**config.mk**
```make
export PLATFORM = sky130hd
export DESIGN_NAME = psum_shiftreg
export DESIGN_NICKNAME = d
export VERILOG_FILES = /design/src/rtl/psum_shiftreg.sv
export SDC_FILE = /design/constraint.sdc
export NUM_CORES = 1
export LEC_CHECK = 0
export BUFFER_PORTS_ARGS = -buffer_cell sky130_fd_sc_hd__buf_4
export CELL_PAD_IN_SITES_DETAIL_PLACEMENT = 2
export CELL_PAD_IN_SITES_GLOBAL_PLACEMENT = 2
export CORE_MARGIN = 5
export CORE_UTILIZATION = 32
export CTS_CLUSTER_DIAMETER = 60
export DETAILED_ROUTE_END_ITERATION = 10
export PLACE_DENSITY_LB_ADDON = 0.1
export SKIP_CTS_REPAIR_TIMING = 1
export SLEW_MARGIN = 5
export SYNTH_ARGS = -nofsm -noshare
export SYNTH_HDL_FRONTEND = slang
export SYNTH_SLANG_ARGS = --single-unit
```
**constraint.sdc**
```tcl
create_clock -name clk -period 1.75 [get_ports clk]
set_input_delay 0.175 -clock clk [delete_from_list [all_inputs] [get_ports clk]]
set_output_delay 0.175 -clock clk [all_outputs]
set_load 0.02 [all_outputs]
```
**src/rtl/psum_shiftreg.sv**
```systemverilog
// Purpose : multi-mode shift register (logical/arithmetic right, left, rotate right)
//           with a single-step idle shift and an FSM-driven multi-step shift of amt steps.
// Latency : start at edge k -> shifts on edges k+1..k+amt -> done for one cycle -> idle at k+amt+1.
// Backpressure: none; while busy, ld/sft/start and mode/amt changes are ignored (not queued).
//
// Ports:
//   clk, rst_n    : clock, asynchronous active-low reset
//   clr           : synchronous clear of register, s_out and controller (highest priority)
//   ld, data_in   : parallel load (idle only)
//   s_in          : serial fill bit for logical-right and left modes (sampled live every step)
//   mode          : 00 logical right, 01 arithmetic right, 10 left, 11 rotate right
//   sft           : single idle step using the live mode
//   start, amt    : multi-step shift of amt steps using mode latched at start
//   data_out      : register contents
//   s_out         : last bit shifted out of the register
//   busy, done    : controller status (busy = not idle, done = one-cycle completion pulse)

module psum_shiftreg #(
   parameter int WIDTH = 8,
   parameter int CNT_W = 4
) (
   input  logic             clk,
   input  logic             rst_n,
   input  logic             clr,
   input  logic             ld,
   input  logic [WIDTH-1:0] data_in,
   input  logic             s_in,
   input  logic [1:0]       mode,
   input  logic             sft,
   input  logic             start,
   input  logic [CNT_W-1:0] amt,
   output logic [WIDTH-1:0] data_out,
   output logic             s_out,
   output logic             busy,
   output logic             done
);

   typedef enum logic [1:0] {
      IDLE  = 2'd0,
      SHIFT = 2'd1,
      DONE  = 2'd2
   } state_t;

   localparam logic [1:0] MODE_LSR = 2'b00;
   localparam logic [1:0] MODE_ASR = 2'b01;
   localparam logic [1:0] MODE_LSL = 2'b10;

   state_t           state;
   logic [WIDTH-1:0] data_q;
   logic             s_out_q;
   logic [CNT_W-1:0] cnt_q;
   logic [1:0]       mode_q;
   logic             busy_q;
   logic             done_q;

   logic [1:0]       step_mode;
   logic [WIDTH-1:0] step_dat;
   logic             step_bit;

   // A multi-step operation must not see later changes on the mode input,
   // so the stepper uses the mode captured at start while shifting.
   assign step_mode = (state == SHIFT) ? mode_q : mode;

   // One shift step of the current register value; step_bit is the bit
   // leaving the register, which becomes the new s_out.
   always_comb begin
      step_dat = data_q;
      step_bit = data_q[0];
      case (step_mode)
         MODE_LSR: begin
            step_dat = {s_in, data_q[WIDTH-1:1]};
            step_bit = data_q[0];
         end
         MODE_ASR: begin
            step_dat = {data_q[WIDTH-1], data_q[WIDTH-1:1]};
            step_bit = data_q[0];
         end
         MODE_LSL: begin
            step_dat = {data_q[WIDTH-2:0], s_in};
            step_bit = data_q[WIDTH-1];
         end
         default: begin
            step_dat = {data_q[0], data_q[WIDTH-1:1]};
            step_bit = data_q[0];
         end
      endcase
   end

   // Controller and datapath share one sequential block so that busy/done
   // are registered alongside the state they describe.
   always_ff @(posedge clk or negedge rst_n) begin
      if (!rst_n) begin
         state   <= IDLE;
         data_q  <= '0;
         s_out_q <= 1'b0;
         cnt_q   <= '0;
         mode_q  <= '0;
         busy_q  <= 1'b0;
         done_q  <= 1'b0;
      end else if (clr) begin
         // Abort anything in flight without a done pulse.
         state   <= IDLE;
         data_q  <= '0;
         s_out_q <= 1'b0;
         cnt_q   <= '0;
         mode_q  <= '0;
         busy_q  <= 1'b0;
         done_q  <= 1'b0;
      end else begin
         case (state)
            IDLE: begin
               if (ld) begin
                  // Load does not touch s_out.
                  data_q <= data_in;
               end else if (start) begin
                  busy_q <= 1'b1;
                  if (amt != '0) begin
                     mode_q <= mode;
                     cnt_q  <= amt;
                     state  <= SHIFT;
                  end else begin
                     // Zero-length request completes immediately, data untouched.
                     state  <= DONE;
                     done_q <= 1'b1;
                  end
               end else if (sft) begin
                  data_q  <= step_dat;
                  s_out_q <= step_bit;
               end
            end

            SHIFT: begin
               data_q  <= step_dat;
               s_out_q <= step_bit;
               cnt_q   <= cnt_q - CNT_W'(1);
               // The step taken with the counter at 1 is the last one.
               if (cnt_q == CNT_W'(1)) begin
                  state  <= DONE;
                  done_q <= 1'b1;
               end
            end

            DONE: begin
               // Start is not accepted here; always one cycle back to idle.
               state  <= IDLE;
               busy_q <= 1'b0;
               done_q <= 1'b0;
            end

            default: begin
               state  <= IDLE;
               cnt_q  <= '0;
               busy_q <= 1'b0;
               done_q <= 1'b0;
            end
         endcase
      end
   end

   assign data_out = data_q;
   assign s_out    = s_out_q;
   assign busy     = busy_q;
   assign done     = done_q;

endmodule

```
# --- After elaboration in Yosys (flattened, before gate mapping) ---
# Cells that the tools add are included.
word_totals:
  elab_cells: 78
  inputBits: 21
  register_bits: 19
  out_inout_bits: 11
op_classes:
  mux: 39
  reduce_logical: 14
  addsub: 1
  eq_ne: 17
ops:
  columns: ["cell", "n"]
  rows:
  - ["2-to-1 mux 8 bit", 4]
  - ["case mux 8 bit (3 select lines)", 1]
  - ["2-to-1 mux 2 bit", 11]
  - ["inequality test 3 bit, second input constant", 6]
  - ["2-to-1 mux 4 bit", 4]
  - ["case mux 8 bit (2 select lines)", 1]
  - ["AND reduction 4 bit", 4]
  - ["2-to-1 mux 1 bit", 13]
  - ["case mux 4 bit (3 select lines)", 1]
  - ["AND reduction 3 bit", 3]
  - ["inequality test 4 bit, second input constant", 2]
  - ["inequality test 2 bit, second input constant", 3]
  - ["case mux 1 bit (2 select lines)", 3]
  - ["nonzero test 2 bit", 3]
  - ["== test 2 x 1 -> 1 bit, second input constant", 2]
  - ["== test 2 bit, second input constant", 2]
  - ["== test 4 x 1 -> 1 bit, second input constant", 1]
  - ["zero test 2 bit", 2]
  - ["case mux 2 bit (2 select lines)", 1]
  - ["nonzero test 4 bit", 1]
  - ["subtractor 4 x 1 -> 4 bit, second input constant", 1]
  - ["inequality test 3 x 2 -> 1 bit, second input constant", 1]
  - ["nonzero test 3 bit", 1]

# --- Logic depth before layout (Yosys ltp) ---
logic_depth:
  ltp_word: 9
  mapped_depth: 6

# --- Least setup slack after synthesis ---
# No wires, ideal clock.
synth_path:
  kind: "reg2reg"
  startpoint: "register state[1]"
  endpoint: "register data_q[7], in the netlist data_out[7]"
  synth_period_minus_slack_ps: 1479
  path_slack_ps: 271
  n_path_buf: 0
  arrival_ps: 1353
  t_required_ps: 1624
  path_stages_with_launch: 5
  path_cell_list: "dfrtp_1 nand2b_4 mux2i_1 mux4_1 a221o_1"
synth_between:
  elab_chain_cells: 9
  elab_cells_between_ends: 16
  cone_classes: "eq/ne (5); mux (7); reduce/logical (4)"
synth_rtl:
  columns: ["element", "line_no", "source"]
  rows:
  - ["from (decl)", "48", "state_t state;"]
  - ["from (signal assigned)", "93", "state <= IDLE;"]
  - ["from (signal assigned)", "102", "state <= IDLE;"]
  - ["from (signal assigned)", "120", "state <= SHIFT;"]
  - ["== test 2 x 1 -> 1 bit", "62, 110", null]
  - ["2-to-1 mux 2 bit", "62", "assign step_mode = (state == SHIFT) ? mode_q : mode;"]
  - ["== test 2 bit, or another cell as far along", "69", "case (step_mode)"]
  - ["case mux 8 bit (3 select lines)", "69", null]
  - ["2-to-1 mux 8 bit", "126", "end else if (sft) begin"]
  - ["2-to-1 mux 8 bit", "115", "end else if (start) begin"]
  - ["2-to-1 mux 8 bit", "112", "if (ld) begin"]
  - ["case mux 8 bit (2 select lines)", "110", "case (state)"]
  - ["2-to-1 mux 8 bit", "100", "end else if (clr) begin"]
  - ["to (signal assigned)", "114", "data_q <= data_in;"]
  - ["to (signal assigned)", "127", "data_q <= step_dat;"]
  - ["to (signal assigned)", "133", "data_q <= step_dat;"]
  - ["to (decl)", "49", "logic [WIDTH-1:0] data_q;"]
# Several ways; a longest one is shown, not always the timed one. The select of a mux whose other input is x is not followed.
# A chain may end at the register's enable or synchronous reset.

# --- Final worst setup path ---
layout_path:
  startpoint: "register state[0]"
  endpoint: "register data_q[1], in the netlist data_out[1]"
# The elaborated chain is that of the path after synthesis.

==> summary.md <==
| Metric | Value |
|---|---|
| Area leader, netlist | `dfrtp_1` |
| Width of the die | `72.5 um` |
| Drt total wl | `3.79 mm` |
| Total gr overflow | `0` |
| Synth Area in Compound Gates | `0.230` |
| Drt initial violations | `36` |
| Slowest cell on crit path | `dfrtp_2` |
| Min Hold Slack | `128 ps` |
| LEAKAGE | `0.733 nW` |
| Drt first pass iters | `4` |
| Synth Cell Area | `0.00125 mm^2` |
| CTS H-tree lvls | `1` |
| CTS clk-pin slew, worst paths | `80 ps` |
| Post-synthesis xor/xnor area fraction | `0.0140` |
| Worst Tran Pin Value | `465 ps` |
| Slew Limit Fails | `0` |
| Most frequent cell after synthesis | `dfrtp_1` |
| Nature of the critical path endpoint | `flop` |
| CTS tree | `built` |
| CORE AREA | `0.00372 mm^2` |
| Final worst clock skew | `3.08 ps` |
| Cell Rows | `22` |
| # nets final | `180` |
| Post-route insts no fill | `204` |
| WP buf/inv | `1` |
| First-pass GRT wire length | `6.35 mm` |
| Largest family of logic cells by synthesized area | `compound AO/OA/AOI/OAI gates` |
| Hold Vio Cnt, Final | `0` |
| Number of max-cap violations | `0` |
| Ant. Diodes | `0` |
| Fillers | `408` |
| Register area share after synthesis | `0.380` |
| Mux share of post-synthesis cell area | `0.155` |
| Initial core utilization | `0.337` |
| Post-DR vias/cell | `5.43` |
| Final TNS setup | `0 ps` |
| Post-DP HPWL | `2.88 mm` |
| Post-DR wirelength/cell | `18.6 um` |
| Clk buf depth | `2` |
| Highest Clock Rate | `0.630 GHz` |
| Relative slew margins | `0.686` |
| Top cells by instance count after synthesis | `19 x dfrtp_1, 13 x a21oi_1, 8 x nor2_1, 8 x o21ai_0` |
| Hold WC Path Type | `input pin to flop` |
| Outcome | `finished, final reports clean` |
| Antenna Nets Post-Route | `0` |
| Syn Inst Count | `118` |
| Placed Instances | `199` |
| Synth cell types | `43` |
| CP Cell Sequence | `nor4bb_1 -> a31o_1 -> buf_12 -> mux2_4 -> o2bb2ai_1` |
| Crit path time final | `1590 ps` |
| Peak supply drop | `0.256 mV` |
| Worst path depth | `5` |
| Via Count | `1108` |
| WP data arrival | `1770 ps` |
| Top fanout value on the critical path | `9` |
| Reg2Reg Depth | `5` |
| Critical path class | `flop to flop` |
| Residual DRC | `0` |
| Die ar. | `0.00526 mm^2` |
| Initial antenna violation count | `0` |
| Gp weighted congestion | `0.724` |
| Top cell type's share of synthesized area | `0.380` |
| Worst hold stages | `2` |
| Syn Nets | `141` |
| Yosys warning count | `0` |
| Seq cells post-synth | `19` |
| Total track usage | `0.154` |
| Io pins | `32` |
| Clock sinks | `19` |
| Synth top area cells | `dfrtp_1 38%, mux2_4 8.4%, a21oi_1 5.2%, o2bb2ai_1 4.9%, mux2i_1 3.2%` |
| Simple-gate share of the synthesized area | `0.147` |
| Number of flops mapped to enable cells by yosys | `0` |
| RSZ-0062 raised after global routing | `false` |
| Pwr dens | `843 mW/mm^2` |
| Vias in the first global route | `1241` |
| # setup viols final | `0` |
| CP Data Required Time | `1930 ps` |
| Period Utilization, post-route | `0.907` |
| Ys async rst share | `1.00` |
| Post-synthesis adder-cell area fraction | `0.0200` |
| Die Span Y | `72.5 um` |
| Clock root buffer | `clkbuf_8` |
| Share of layout cells above drive strength 1 | `0.385` |
| Crit start category | `flop` |
| Final Total Pwr | `1.37 mW` |
| CTS Buf Count | `3` |
| CP delay by family, top | `flip-flops` |
| Area growth syn-to-layout | `29.5%` |
| Post-Syn Area per Cell | `10.6 um^2` |
| Synth Flop Type | `dfrtp_1` |
| Max incr delay on CP | `480 ps` |
| I/O Buffers | `31` |
| Register area | `477 um^2` |
| Largest net degree at the start of global routing | `20` |
| Multi-input gate area | `708 um^2` |
| Latest clock arrival within the worst-skew pair | `260 ps` |
-- state kept, by name (all words and copies together) (netlist names) --
name and count:
busy 1, cnt_q 4, data_out 8, done 1, mode_q 2, s_out 1
state 2
-- metal layers --
layer / GRT usage / share of wire / up-vias / wire [um]
li1: - / - / 522 / -
met2: 0.254 / 0.49 / 14 / 1870
met3: 0.0291 / 0.029 / 2 / 110
met5: 0 / 0 / - / 0
met4: 0.0369 / 0.0050 / 0 / 19
met1: 0.206 / 0.47 / 570 / 1790
-- worst paths after layout --
| path | startpoint | to | slack [ps] |
|---|---|---|---|
| max | state[0]$_DFFE_PN0P_ | data_out[1]$_DFFE_PN0P_ | 160 |
| min | clr | s_out$_DFFE_PN0P_ | 130 |
| max reg2reg | state[0]$_DFFE_PN0P_ | data_out[1]$_DFFE_PN0P_ | 160 |
| min reg2reg | done$_DFFE_PN0P_ | done$_DFFE_PN0P_ | 510 |
| max in group asynchronous | rst_n | state[0]$_DFFE_PN0P_ | 1170 |
| min in group asynchronous | rst_n | data_out[1]$_DFFE_PN0P_ | 340 |
-- layout by cell type (no fill, tap or decap), types with 2 or more instances in the layout --
master	n
buf_4	38
dfrtp_1	18
a21oi_1	13
nor2_1	8
o21ai_0	8
mux2_4	7
o2bb2ai_1	7
nand2_1	5
inv_1	4
mux2i_1	4
o22ai_1	3
a22o_1	3
clkbuf_8	3
nand2b_1	2
xnor2_1	2
nor3b_2	2
ha_1	2
-- final cells by class --
cell class	count	area share
Clock buffer	4	0.0278
Inverter	4	0.00927
Multi-Input combinational cell	89	0.437
Sequential cell	19	0.294
Tap cell	48	0.0371
Timing Repair Buffer	40	0.195
-- worst register-to-register path: stages, from the launching register on --
cell	delay (ps)
dfrtp_2	480
nor4bb_1	250
a31o_1	190
buf_12	150
mux2_4	300
o2bb2ai_1	150
-- stage by stage --
stage	worst slack [ps]	area, um^2	util
floorplan	271	1250	-
global placement	150	1560	0.421
detailed placement	105	1560	0.421
CTS	70.0	1610	0.433
global route	59.5	1620	0.436
finish	162	1620	0.436
-- cell families (layout without fill, tap and decap cells) --
group	after synthesis	in the layout
AO/OA/AOI/OAI	43	43
multiplexers	13	13
XOR/XNOR	2	2
flip-flops	19	19
AND/OR/NAND/NOR	29	29
buffers and inverters	10	48
adder cells (fa/ha/maj)	2	2
-- power breakdown --
group          leakage, nW  switching [mW]  internal (mW)  total, mW
combinational        0.459           0.244          0.252      0.496
sequential           0.252          0.0595          0.491      0.551
clock               0.0228           0.158          0.162      0.320
total                0.733           0.461          0.905       1.37
Power figures use the tool's default switching activity.
